`src/rtl/ps_resp_fsm_pkg.sv`:
```
`default_nettype none
// ============================================================================
// Module   : ps_resp_fsm_pkg
// Brief    : State encodings and default timing constants for the page scan
//            / slave page response sequencer.
// Revision : 1.0 - initial release
// ============================================================================
package ps_resp_fsm_pkg;

    typedef enum logic [2:0] {
        ST_IDLE  = 3'd0,
        ST_PS    = 3'd1,
        ST_TXID  = 3'd2,
        ST_WFHS  = 3'd3,
        ST_TXACK = 3'd4,
        ST_WPOLL = 3'd5,
        ST_CONN  = 3'd6
    } psState_t;

    localparam int HALF_US_DEF    = 312;
    localparam int NEWCONN_TO_DEF = 32;
    localparam int US_W           = 10;

endpackage
`default_nettype wire

```
`src/rtl/ps_tick_cnt.sv`:
```
`default_nettype none
// ============================================================================
// Module   : ps_tick_cnt
// Brief    : Clearable, enabled, saturating tick counter with a terminal
//            count compare on the current value.
// Revision : 1.0 - initial release
// ============================================================================
module ps_tick_cnt #(
    parameter int W  = 10,
    parameter int TC = 1
) (
    input  logic clk_6M,
    input  logic rstz,
    input  logic clr,
    input  logic en,
    output logic tc
);

    localparam logic [W-1:0] c_TC  = W'(TC);
    localparam logic [W-1:0] c_ONE = W'(1);
    localparam logic [W-1:0] c_MAX = '1;

    logic [W-1:0] r_cnt;

    always_ff @(posedge clk_6M or negedge rstz) begin
        if (!rstz) begin
            r_cnt <= '0;
        end else if (clr) begin
            r_cnt <= '0;
        end else if (en && (r_cnt != c_MAX)) begin
            r_cnt <= r_cnt + c_ONE;
        end
    end

    assign tc = (r_cnt == c_TC);

endmodule
`default_nettype wire

```
`src/rtl/ps_resp_fsm.sv`:
```
`default_nettype none
// ============================================================================
// Module   : ps_resp_fsm
// Brief    : Slave page scan / page response sequencer handing a new
//            connection to the link controller.
// Revision : 1.0 - initial release
// ============================================================================
module ps_resp_fsm
    import ps_resp_fsm_pkg::*;
#(
    parameter int HALF_US    = HALF_US_DEF,
    parameter int NEWCONN_TO = NEWCONN_TO_DEF,
    parameter int TO_W       = 6
) (
    input  logic       clk_6M,
    input  logic       rstz,
    input  logic       tslot_p,
    input  logic       p_1us,
    input  logic       PageScanEnable,
    input  logic       PageScanWindow,
    input  logic       PageScanWindow_endp,
    input  logic       pagerespTO,
    input  logic       ps_corr_p,
    input  logic       fhs_ok_p,
    input  logic       fhs_err_p,
    input  logic       ackid_txdone_p,
    input  logic       poll_rx_p,
    input  logic       conn_exit,
    output logic       ps,
    output logic       spr,
    output logic       pstxid,
    output logic       ps_corr_halftslotdly_endp,
    output logic       fhs_ackid,
    output logic       newconnectionTO,
    output logic       conn_p,
    output logic       conns,
    output logic [2:0] ps_state
);

    psState_t r_state;
    psState_t w_next;
    logic     r_endp;
    logic     r_newConnTO;
    logic     r_connP;
    logic     w_endpSet;
    logic     w_toSet;
    logic     w_usTc;
    logic     w_slotTc;
    logic     w_usClr;
    logic     w_slotClr;

    assign w_usClr   = (r_state != ST_TXID)  || !PageScanEnable;
    assign w_slotClr = (r_state != ST_WPOLL) || !PageScanEnable;

    ps_tick_cnt #(.W(US_W), .TC(HALF_US - 1)) u_usCnt (
        .clk_6M (clk_6M),
        .rstz   (rstz),
        .clr    (w_usClr),
        .en     (p_1us),
        .tc     (w_usTc)
    );

    ps_tick_cnt #(.W(TO_W), .TC(NEWCONN_TO - 1)) u_slotCnt (
        .clk_6M (clk_6M),
        .rstz   (rstz),
        .clr    (w_slotClr),
        .en     (tslot_p),
        .tc     (w_slotTc)
    );

    always_ff @(posedge clk_6M or negedge rstz) begin
        if (!rstz) begin
            r_state     <= ST_IDLE;
            r_endp      <= 1'b0;
            r_newConnTO <= 1'b0;
            r_connP     <= 1'b0;
        end else begin
            r_state     <= w_next;
            r_endp      <= w_endpSet;
            r_newConnTO <= w_toSet;
            r_connP     <= (w_next == ST_CONN) && (r_state != ST_CONN);
        end
    end

    // The ID-response end pulse is registered one cycle early so that it
    // lands on the final TXID cycle; its presence then drives the exit.
    always_comb begin
        w_next    = r_state;
        w_endpSet = 1'b0;
        w_toSet   = 1'b0;
        if (!PageScanEnable && (r_state != ST_CONN)) begin
            w_next = ST_IDLE;
        end else begin
            case (r_state)
                ST_IDLE:  if (PageScanWindow) w_next = ST_PS;
                ST_PS: begin
                    if (ps_corr_p && PageScanWindow) w_next = ST_TXID;
                    else if (PageScanWindow_endp)    w_next = ST_IDLE;
                end
                ST_TXID: begin
                    if (r_endp)                 w_next    = ST_WFHS;
                    else if (p_1us && w_usTc)   w_endpSet = 1'b1;
                end
                ST_WFHS: begin
                    if (fhs_ok_p)        w_next = ST_TXACK;
                    else if (pagerespTO) w_next = PageScanWindow ? ST_PS : ST_IDLE;
                end
                ST_TXACK: if (ackid_txdone_p) w_next = ST_WPOLL;
                ST_WPOLL: begin
                    if (poll_rx_p) begin
                        w_next = ST_CONN;
                    end else if (tslot_p && w_slotTc) begin
                        w_toSet = 1'b1;
                        w_next  = PageScanWindow ? ST_PS : ST_IDLE;
                    end
                end
                ST_CONN:  if (conn_exit) w_next = ST_IDLE;
                default:  w_next = ST_IDLE;
            endcase
        end
    end

    assign ps                        = (r_state == ST_PS);
    assign spr                       = (r_state inside {ST_TXID, ST_WFHS, ST_TXACK, ST_WPOLL});
    assign pstxid                    = (r_state == ST_TXID);
    assign ps_corr_halftslotdly_endp = r_endp;
    assign fhs_ackid                 = (r_state == ST_TXACK);
    assign newconnectionTO           = r_newConnTO;
    assign conn_p                    = r_connP;
    assign conns                     = (r_state == ST_CONN);
    assign ps_state                  = r_state;

endmodule
`default_nettype wire

```
`config.mk`:
```
export PLATFORM = sky130hd
export DESIGN_NAME = ps_resp_fsm
export DESIGN_NICKNAME = d
export VERILOG_FILES = /design/src/rtl/ps_resp_fsm_pkg.sv /design/src/rtl/ps_tick_cnt.sv /design/src/rtl/ps_resp_fsm.sv
export SDC_FILE = /design/constraint.sdc
export NUM_CORES = 1
export LEC_CHECK = 0
export ABC_AREA = 1
export ABC_CLOCK_PERIOD_IN_PS = 3360
export BUFFER_PORTS_ARGS = -buffer_cell sky130_fd_sc_hd__buf_2
export CAP_MARGIN = 20
export CORE_MARGIN = 2
export CORE_UTILIZATION = 41
export CTS_CLUSTER_DIAMETER = 150
export CTS_CLUSTER_SIZE = 25
export DETAILED_ROUTE_END_ITERATION = 8
export PLACE_DENSITY = 0.7
export REMOVE_ABC_BUFFERS = 1
export SYNTH_ARGS = -nofsm -noshare
export SYNTH_HDL_FRONTEND = slang
export SYNTH_SLANG_ARGS = --single-unit
```
`constraint.sdc`:
```
create_clock -name clk_6M -period 3.36 [get_ports clk_6M]
set_clock_uncertainty 0.2 [all_clocks]
set_input_delay 0.336 -clock clk_6M [delete_from_list [all_inputs] [get_ports clk_6M]]
set_output_delay 0.336 -clock clk_6M [all_outputs]
set_load 0.02 [all_outputs]
```
==> results_dict.tcl, run 1 <==
set metrics [dict create \
    die-area_sq_mm 0.00403 \
    reg2reg_from "u_usCnt.r_cnt[0]$_DFFE_PN0P_" \
    min_period_ns 2.12 \
    synth_area_leader_cell "dfrtp_1" \
    slowest_delay_ns 0.56 \
    yosysMostFrequentCell "nand2_1" \
    num_antenna_cells 0 \
    grt_pass1_vias 1233 \
    crit_chain "ha_1, nand2_1, inv_2, nand2_2, nor3_2, nor2_1, nor2_2, nand2_1, nand2_1" \
    fmax_mhz 471 \
    synth.distinct_cells 27 \
    setup_tns_ns 0 \
    fin_cells 273 \
    slew_headroom 0.510 \
    syn_inst 203 \
    grt_max_degree 23 \
    synthArstFlopShare 1.00 \
    cp-startpoint "u_usCnt.r_cnt[0]$_DFFE_PN0P_" \
    finalHoldViolCount 0 \
    r2r-end "u_usCnt.r_cnt[7]$_DFFE_PN0P_" \
    ys_seq_elements 22 \
    critPathArrivalTime_ns 2.14 \
    crit_type "reg -> reg" \
    crit_end "u_usCnt.r_cnt[7]$_DFFE_PN0P_" \
    syn_area_per_cell_sq_um 7.14 \
    synth_area_leaders "dfrtp_1 38%, nand2_1 14%, inv_1 6.7%, nor2_1 5.7%, nand3_1 5.2%" \
    worstSkewPairLatency_ns 0.31 \
    powerDensity_mw_per_mm2 284 \
    critPathMaxFanout 11 \
    grt_setup_unrepaired "false" \
    htree_levels 1 \
    core_sq_mm 0.00336 \
    place_area_sq_mm 0.00159 \
    cts_root_buf "clkbuf_4" \
    viasPerCell 4.81 \
    ant_nets 0 \
    port_buffers 23 \
    power_w 0.000465 \
    tightest_slew_ns 0.733 \
    fin_nets 244 \
    rrSetupSlack_ns 1.24 \
    cts_inserted_buffers 3 \
    clock_sinks 22 \
    cts_setup_buffers 0 \
    rows 21 \
    critPathLaunchType "flop" \
    dieHeight_um 63.5 \
    synth-edff-count 0 \
    stdcell_area_sq_mm 0.00163 \
    place_hpwl_um 2150 \
    status "completed" \
    cts_tree "done" \
    antenna_found_initial 0 \
    wl_um 2840 \
    cpMostUsedCell "nand2_1" \
    p_leak_nw 0.849 \
    synth_top_area_frac 0.380 \
    drtPass1Iterations 4 \
    slew_violations 0 \
    hold_class "in -> reg" \
    gp_congestion 0.857 \
    grt-ovfl-total 0 \
    netlist_top_cells_count "55 x nand2_1, 26 x inv_1, 22 x dfrtp_1, 22 x nor2_1, 15 x nand3_1" \
    synth_area_sq_mm 0.00145 \
    start_util 0.431 \
    path_clk_slew_ns 0.12 \
    worstRegToRegCells 9 \
    grt_use_total 0.156 \
    finalCritPeriodShare 0.632 \
    min_delay_path_depth 3 \
    drc_errors 0 \
    maxCapViolCount 0 \
    crit_path_end_kind "flop" \
    grt_pass1_wl_um 5170 \
    yosysSeqAreaShare 0.380 \
    num_io_pins 25 \
    syn2layout_area_growth_pct 12.7 \
    cpMaxStageDelayCell "nor2_1" \
    max-vdd-ir-drop_mv 0.148 \
    die_w_um 63.5 \
    postCtsHoldBufs 1 \
    dr.first_iter.drc_count 61 \
    yosysWarnings 0 \
    post_cts_resized 0 \
    place_inst 268 \
    worstPathRequired_ns 3.37 \
    setup_viol 0 \
    ys.flop_type "dfrtp_1" \
    drt-wirelength-per-cell_um 10.4 \
    vias 1313 \
    hold_ws_ns 0.0976 \
    hp-start "PageScanEnable" \
    cts_buffer_depth 2 \
    drive_gt1_frac 0.211 \
]
==> through the flow <==
stage	worst slack, ns	utilization
2_1_floorplan	1.58	-
4_1_cts	1.24	0.486
6_report	1.24	0.486
5_1_grt	1.05	0.486
3_3_place_gp	1.27	0.472
3_5_place_dp	1.24	0.472
==> layer usage <==
| metal | routed length [um] | vias up | track usage | part of all wire |
|---|---|---|---|---|
| met5 | 0 | - | 0 | 0 |
| met4 | 12 | 0 | 0.0516 | 0.0042 |
| met3 | 178 | 2 | 0.0250 | 0.063 |
| met2 | 1260 | 44 | 0.262 | 0.44 |
| met1 | 1390 | 577 | 0.204 | 0.49 |
| li1 | - | 690 | - | - |
==> critical path: cells and delay by family (launching register included) <==
kind	cells	cell delay [ns]
adder cells (fa/ha/maj)	1	0.23
buffers and inverters	1	0.05
flip-flops	1	0.45
AND/OR/NAND/NOR	7	1.11
==> layout by cell type (no fill, tap or decap) <==
cell	instances
ha_1	2
inv_1	26
o21ai_1	7
nor2_4	4
xor2_1	4
nor2_2	1
nand3_1	15
clkbuf_8	1
nand2_1	55
nand4_1	7
inv_2	6
nor3_2	2
dfrtp_1	22
a21boi_0	1
or2_2	1
nand2_4	1
a21oi_1	4
nor2_1	22
nor4_1	1
dlygate4sd3_1	1
o21ai_0	4
nand2_2	4
nor3_1	5
nand3_2	1
a21oi_4	1
clkbuf_4	3
nand3b_1	3
buf_2	23
==> sequential cells by signal (all words and copies together) (netlist names) <==
| name | cells |
|---|---|
| u_usCnt.r_cnt | 10 |
| u_slotCnt.r_cnt | 6 |
| ps_state | 3 |
| conn_p | 1 |
| newconnectionTO | 1 |
| ps_corr_halftslotdly_endp | 1 |
==> area by class of cell <==
type	instances	area (sq um)
clock buffers	4	36.3
fillers	363	1730
inverters	32	120
multi-input cells	145	744
flip-flops and latches	22	551
well taps	46	57.6
repair buffers	24	125
==> cell families (layout without fill, tap and decap cells) <==
logic type | Yosys count | after routing | share of synthesized area
AOI/OAI and AO/OA | 17 | 17 | 0.0682
adders and majority gates | 2 | 2 | 0.0173
DFF | 22 | 22 | 0.380
xor gates and xnor gates | 4 | 4 | 0.0242
buffers and inverters | 36 | 60 | 0.107
and+or+nand+nor | 122 | 122 | 0.404
==> power by group <==
part	leakage, nW	internal, W	switching, W
sequential	0.306	0.000266	0.00000499
combinational	0.522	0.0000152	0.0000304
clock	0.0210	0.0000661	0.0000816
total	0.849	0.000347	0.000117
==> how the worst min path moves through the flow <==
stage | endpoint | slack [ns]
2_1_floorplan | conn_p$_DFF_PN0_ | -0.16
3_3_place_gp | u_usCnt.r_cnt[0]$_DFFE_PN0P_ | 0.14
3_5_place_dp | u_slotCnt.r_cnt[1]$_DFFE_PN0P_ | 0.15
4_1_cts | ps_corr_halftslotdly_endp$_DFF_PN0_ | 0.08
5_1_grt | ps_corr_halftslotdly_endp$_DFF_PN0_ | 0.11
6_report | ps_corr_halftslotdly_endp$_DFF_PN0_ | 0.1
No activity file was read; power rests on OpenSTA's default activity.
==> inputs of run 2 (changes only) <==
ABC_CLOCK_PERIOD_IN_PS = 1700   (was 3360)
PLACE_DENSITY = 0.73   (was 0.7)
clock period = 1.7 ns   (was 3.36 ns; I/O delays follow)
==> run 2 against run 1 <==
- highest routed layer unchanged
- clock power grew 62%
- sequential share of layout area shrank 5.3 points
- maximum frequency grew 24%
- worst hold slack lost 0.087 ns
- the flow now finishes with violations (setup timing)
- critical path depth is the same
- routed wire length grew 24%
- register-to-register slack lost 1.3 ns
==> results_dict.tcl, run 2 (same netlist as run 1, synthesis figures left out) <==
set metrics [dict create \
    ant_nets 0 \
    maxCapViolCount 0 \
    place_area_sq_mm 0.00175 \
    drtPass1Iterations 4 \
    dieHeight_um 63.5 \
    syn2layout_area_growth_pct 34.7 \
    grt_pass1_vias 1298 \
    place_hpwl_um 2440 \
    grt_max_degree 23 \
    grt_use_total 0.170 \
    layout_commonest_cell "nand2_1" \
    slew_violations 0 \
    clock_sinks 22 \
    critPathArrivalTime_ns 1.72 \
    pre_cts_ws_ns -0.162 \
    hold_class "in -> reg" \
    rows 21 \
    drt-wirelength-per-cell_um 11.6 \
    gp_congestion 0.851 \
    finalCritPeriodShare 1.01 \
    htree_levels 1 \
    drive_gt1_frac 0.351 \
    min_to "conn_p$_DFF_PN0_" \
    slowest_delay_ns 0.38 \
    p_leak_nw 1.05 \
    fin_cells 305 \
    seqCellArea_sq_um 554 \
    cts_root_buf "clkbuf_4" \
    largest_register_ffs 10 \
    port_buffers 23 \
    rrSetupSlack_ns -0.02 \
    fin_nets 277 \
    max-vdd-ir-drop_mv 0.253 \
    setup_slack_ns -0.0166 \
    crit_type "reg -> reg" \
    crit_chain "ha_2, nand2_2, inv_2, nand2_4, nor3_4, buf_4, nor2_4, nand3b_1, o21ai_1" \
    die_w_um 63.5 \
    fmax_mhz 583 \
    hp-start "PageScanWindow" \
    grt_setup_unrepaired "true" \
    fillers 334 \
    grt_pass1_wl_um 5530 \
    wl_um 3530 \
    min_delay_path_depth 4 \
    grt-ovfl-total 0 \
    hold_ws_ns 0.0109 \
    worstSkewPairLatency_ns 0.31 \
    dr.first_iter.drc_count 82 \
    status "complete, but fails checks" \
    start_util 0.431 \
    crit_path_end_kind "flop" \
    num_antenna_cells 0 \
    multiInputGateArea_sq_um 816 \
    core_sq_mm 0.00336 \
    vias 1479 \
    critPathLaunchType "flop" \
    final_cell_mix "53 x nand2_1, 30 x buf_4, 26 x inv_1" \
    die-area_sq_mm 0.00403 \
    cts_buffer_depth 2 \
    powerDensity_mw_per_mm2 460 \
    place_inst 289 \
    antenna_found_initial 0 \
    violations "setup timing" \
    path_clk_slew_ns 0.12 \
    num_io_pins 25 \
    slew_headroom 0.668 \
    cts_tree "done" \
    worstPathRequired_ns 1.70 \
    cts_inserted_buffers 3 \
    critPathMaxFanout 4 \
    regMostFlops "u_usCnt.r_cnt" \
    viasPerCell 4.85 \
    setup_viol 1 \
    finalHoldViolCount 0 \
    min_period_ns 1.72 \
    tightest_slew_ns 0.497 \
    cpMaxStageDelayCell "dfrtp_1" \
    fin_util 0.581 \
    drc_errors 0 \
    reg2reg_from "u_usCnt.r_cnt[1]$_DFFE_PN0P_" \
    r2r-end "u_usCnt.r_cnt[3]$_DFFE_PN0P_" \
    stdcell_area_sq_mm 0.00195 \
    worstRegToRegCells 9 \
]
-- run 2: cell types whose count changed in the layout (fill, tap and decap cells not counted), sizes merged --
| cell | before | now |
|---|---|---|
| buf | 23 | 53 |
| dlygate4sd3 | 1 | 3 |
| clkbuf | 4 | 3 |
| nor2 | 27 | 28 |
-- run 2: how the worst max path moves through the flow --
stage,cells after the start,start,to
CTS,3,ps_state[2]$_DFF_PN0_,ps
finish,9,u_usCnt.r_cnt[1]$_DFFE_PN0P_,u_usCnt.r_cnt[3]$_DFFE_PN0P_
floorplan,9,u_usCnt.r_cnt[0]$_DFFE_PN0P_,u_usCnt.r_cnt[7]$_DFFE_PN0P_
detailed placement,9,u_usCnt.r_cnt[0]$_DFFE_PN0P_,u_usCnt.r_cnt[7]$_DFFE_PN0P_
global route,9,u_usCnt.r_cnt[1]$_DFFE_PN0P_,u_usCnt.r_cnt[3]$_DFFE_PN0P_
global placement,9,u_usCnt.r_cnt[0]$_DFFE_PN0P_,u_usCnt.r_cnt[8]$_DFFE_PN0P_
-- run 2: what timing repair did --
item                       in CTS  in global routing
setup endpoints to repair      13                 18
cloned                          0                  1
hold endpoints to repair       24                  0
hold buffers                    3                  0
pin swaps                       0                  4
resized for setup               6                 20
setup buffers                   5                  4
-- run 2: cell type report --
| class | instances | share of cell area |
|---|---|---|
| tap | 46 | 0.0295 |
| sequential | 22 | 0.284 |
| multi-input combinational | 146 | 0.418 |
| inverter | 32 | 0.0615 |
| timing repair buffer | 56 | 0.196 |
| clock buffer | 3 | 0.0115 |
-- run 2: routing by layer --
layer,up-vias,track usage,wire length (um)
li1,760,-,-
met1,672,0.231,1540
met2,43,0.284,1790
met3,4,0.0179,178
met4,0,0.0516,22
met5,-,0,0
-- run 2: worst max-delay path: cells and delay by family, from the launching register on --
family                   cells  cell delay [ns]
AO/OA/AOI/OAI                1             0.07
flip-flops                   1             0.38
adder cells (fa/ha/maj)      1             0.19
AND/OR/NAND/NOR              5             0.52
buffers and inverters        2             0.25
-- run 2: power breakdown --
group | internal, W | total [W] | switching [W]
logic | 0.0000520 | 0.000126 | 0.0000741
clock network | 0.0000828 | 0.000240 | 0.000157
registers | 0.000527 | 0.000533 | 0.00000609
-- run 2: through the flow --
step                      total power (W)  setup TNS, ns
after floorplan                  0.000593         -0.599
after global placement           0.000640         -0.645
after detailed placement         0.000641         -0.977
after CTS                        0.000897              0
after global routing             0.000935         -0.620
final                            0.000899        -0.0166
==> inputs of run 3 (changes only) <==
CORE_UTILIZATION = 35   (was 41)
PLACE_DENSITY = 0.65   (was 0.73)
REMOVE_ABC_BUFFERS = not set   (was 1)
==> run 3 against run 2 <==
- the flow now finishes without violations
- sequential share of layout area is 0.80 points higher
- first-iteration DRC count is 60% lower
- maximum frequency is 5.2% higher
- non-clock buffer count is 8 lower
- routed wire length is 9.0% lower
- register-to-register slack better by 0.097 ns
- power is 14% higher
- critical endpoint is now spr
==> results_dict.tcl, run 3 (same netlist as run 1, synthesis figures left out) <==
set metrics [dict create \
    status "completed" \
    drive_gt1_frac 0.323 \
    min_to "newconnectionTO$_DFF_PN0_" \
    cts_root_buf "clkbuf_8" \
    syn2layout_area_growth_pct 31.0 \
    seqCellArea_sq_um 554 \
    critical_path.top_delay_family "flip-flops" \
    fin_nets 268 \
    drt-wirelength-per-cell_um 10.7 \
    vias 1403 \
    cpMaxStageDelayCell "dfrtp_2" \
    power_w 0.00103 \
    fin_util 0.475 \
    cts_tree "done" \
    num_io_pins 25 \
    min_delay_path_depth 3 \
    grt_use_total 0.154 \
    hp-start "poll_rx_p" \
    max-vdd-ir-drop_mv 0.348 \
    grt_pass1_wl_um 5460 \
    path_clk_slew_ns 0.08 \
    switching_share 0.246 \
    dr.first_iter.drc_count 33 \
    p_leak_nw 1.01 \
    crit_path_end_kind "output pin" \
    tightest_slew_ns 0.514 \
    core_sq_mm 0.00400 \
    pwr-share-seq 0.522 \
    drtPass1Iterations 4 \
    hold_class "in -> reg" \
    comb_power_share 0.106 \
    layout_commonest_cell "nand2_1" \
    powerDensity_mw_per_mm2 541 \
    rrSetupSlack_ns 0.08 \
    htree_levels 1 \
    worstRegToRegCells 9 \
    r2r-end "u_usCnt.r_cnt[8]$_DFFE_PN0P_" \
    cts_buffer_depth 2 \
    place_hpwl_um 2480 \
    min_period_ns 1.63 \
    regMostFlops "u_usCnt.r_cnt" \
    finalHoldViolCount 0 \
    die_w_um 68.4 \
    slew_violations 0 \
    critPathMaxFanout 7 \
    grt-ovfl-total 0 \
    crit_chain "buf_4, nand2_1, nand3_1, buf_2" \
    slowest_delay_ns 0.48 \
    crit_type "reg -> out" \
    grt_max_degree 23 \
    grt_pass1_vias 1299 \
    worstPathRequired_ns 1.33 \
    drc_errors 0 \
    port_buffers 23 \
    fillers 410 \
    maxCapViolCount 0 \
    ant_nets 0 \
    p_switching_w 0.000252 \
    setup_viol 0 \
    gp_congestion 0.778 \
    die-area_sq_mm 0.00467 \
    largest_register_ffs 10 \
    final_cell_mix "54 x nand2_1, 26 x inv_1, 23 x buf_2" \
    cts_inserted_buffers 3 \
    start_util 0.363 \
    clock_sinks 22 \
    cp.buffers_inverters 2 \
    clockPowerShare 0.372 \
    finalCritPeriodShare 0.960 \
    internal_power_w 0.000775 \
    antenna_found_initial 0 \
    fmax_mhz 613 \
    rows 23 \
    critPathLaunchType "flop" \
    wl_um 3220 \
    multiInputGateArea_sq_um 792 \
    worstSkewPairLatency_ns 0.26 \
    viasPerCell 4.66 \
    dieHeight_um 68.4 \
    cp-startpoint "ps_state[2]$_DFF_PN0_" \
    critPathArrivalTime_ns 1.26 \
    hold_ws_ns 0.0134 \
    num_antenna_cells 0 \
    reg2reg_from "u_usCnt.r_cnt[1]$_DFFE_PN0P_" \
    synth_nets 219 \
    setup_tns_ns 0 \
    slew_headroom 0.658 \
]
## run 3: metrics by stage
| stage | setup WS (ns) | instances | instance area (sq um) |
|---|---|---|---|
| floorplan | 0.0755 | 203 | 1450 |
| global placement | -0.102 | 294 | 1760 |
| detailed placement | -0.146 | 294 | 1760 |
| CTS | 0.0133 | 300 | 1840 |
| global route | -0.0192 | 301 | 1900 |
| finish | 0.0681 | 301 | 1900 |
## run 3: metal layers
layer | track usage | wire length [um]
met1 | 0.214 | 1590
met2 | 0.243 | 1470
met3 | 0.0247 | 121
met4 | 0.0525 | 35
met5 | 0 | 0
## run 3: how the worst max path moves through the flow
stage | to | slack (ns) | depth (start not counted)
2_1_floorplan | u_usCnt.r_cnt[3]$_DFFE_PN0P_ | 0.08 | 9
3_3_place_gp | u_usCnt.r_cnt[5]$_DFFE_PN0P_ | -0.10 | 9
3_5_place_dp | u_usCnt.r_cnt[8]$_DFFE_PN0P_ | -0.15 | 9
4_1_cts | u_usCnt.r_cnt[8]$_DFFE_PN0P_ | 0.01 | 9
5_1_grt | u_usCnt.r_cnt[6]$_DFFE_PN0P_ | -0.02 | 9
6_report | spr | 0.07 | 4
## run 3: power by group through the flow
stage                     combinational, W  clock [W]  sequential (W)
after floorplan                  0.0000568          0        0.000543
after detailed placement         0.0000978          0        0.000546
after global placement           0.0000973          0        0.000546
final                             0.000108   0.000383        0.000536
after CTS                         0.000102   0.000398        0.000536
after global routing              0.000122   0.000413        0.000537
## run 3: layout make-up
| class | count | share of cell area |
|---|---|---|
| Multi-Input combinational cell | 145 | 0.417 |
| Sequential cell | 22 | 0.292 |
| Clock buffer | 4 | 0.0290 |
| Tap cell | 50 | 0.0329 |
| Inverter | 32 | 0.0632 |
| Timing Repair Buffer | 48 | 0.166 |
## run 3: worst min-delay path, stage by stage
cell,delay (ns)
buf_2,0.10
nand3b_1,0.13
nor2_1,0.05
## run 3: timing repair
action                     4_1_cts  5_1_grt
buffers inserted                 0        1
pin swaps                        0        1
hold buffers                     2        0
setup endpoints to repair       12       16
gates resized for setup          3       14
hold endpoints to repair        23        0
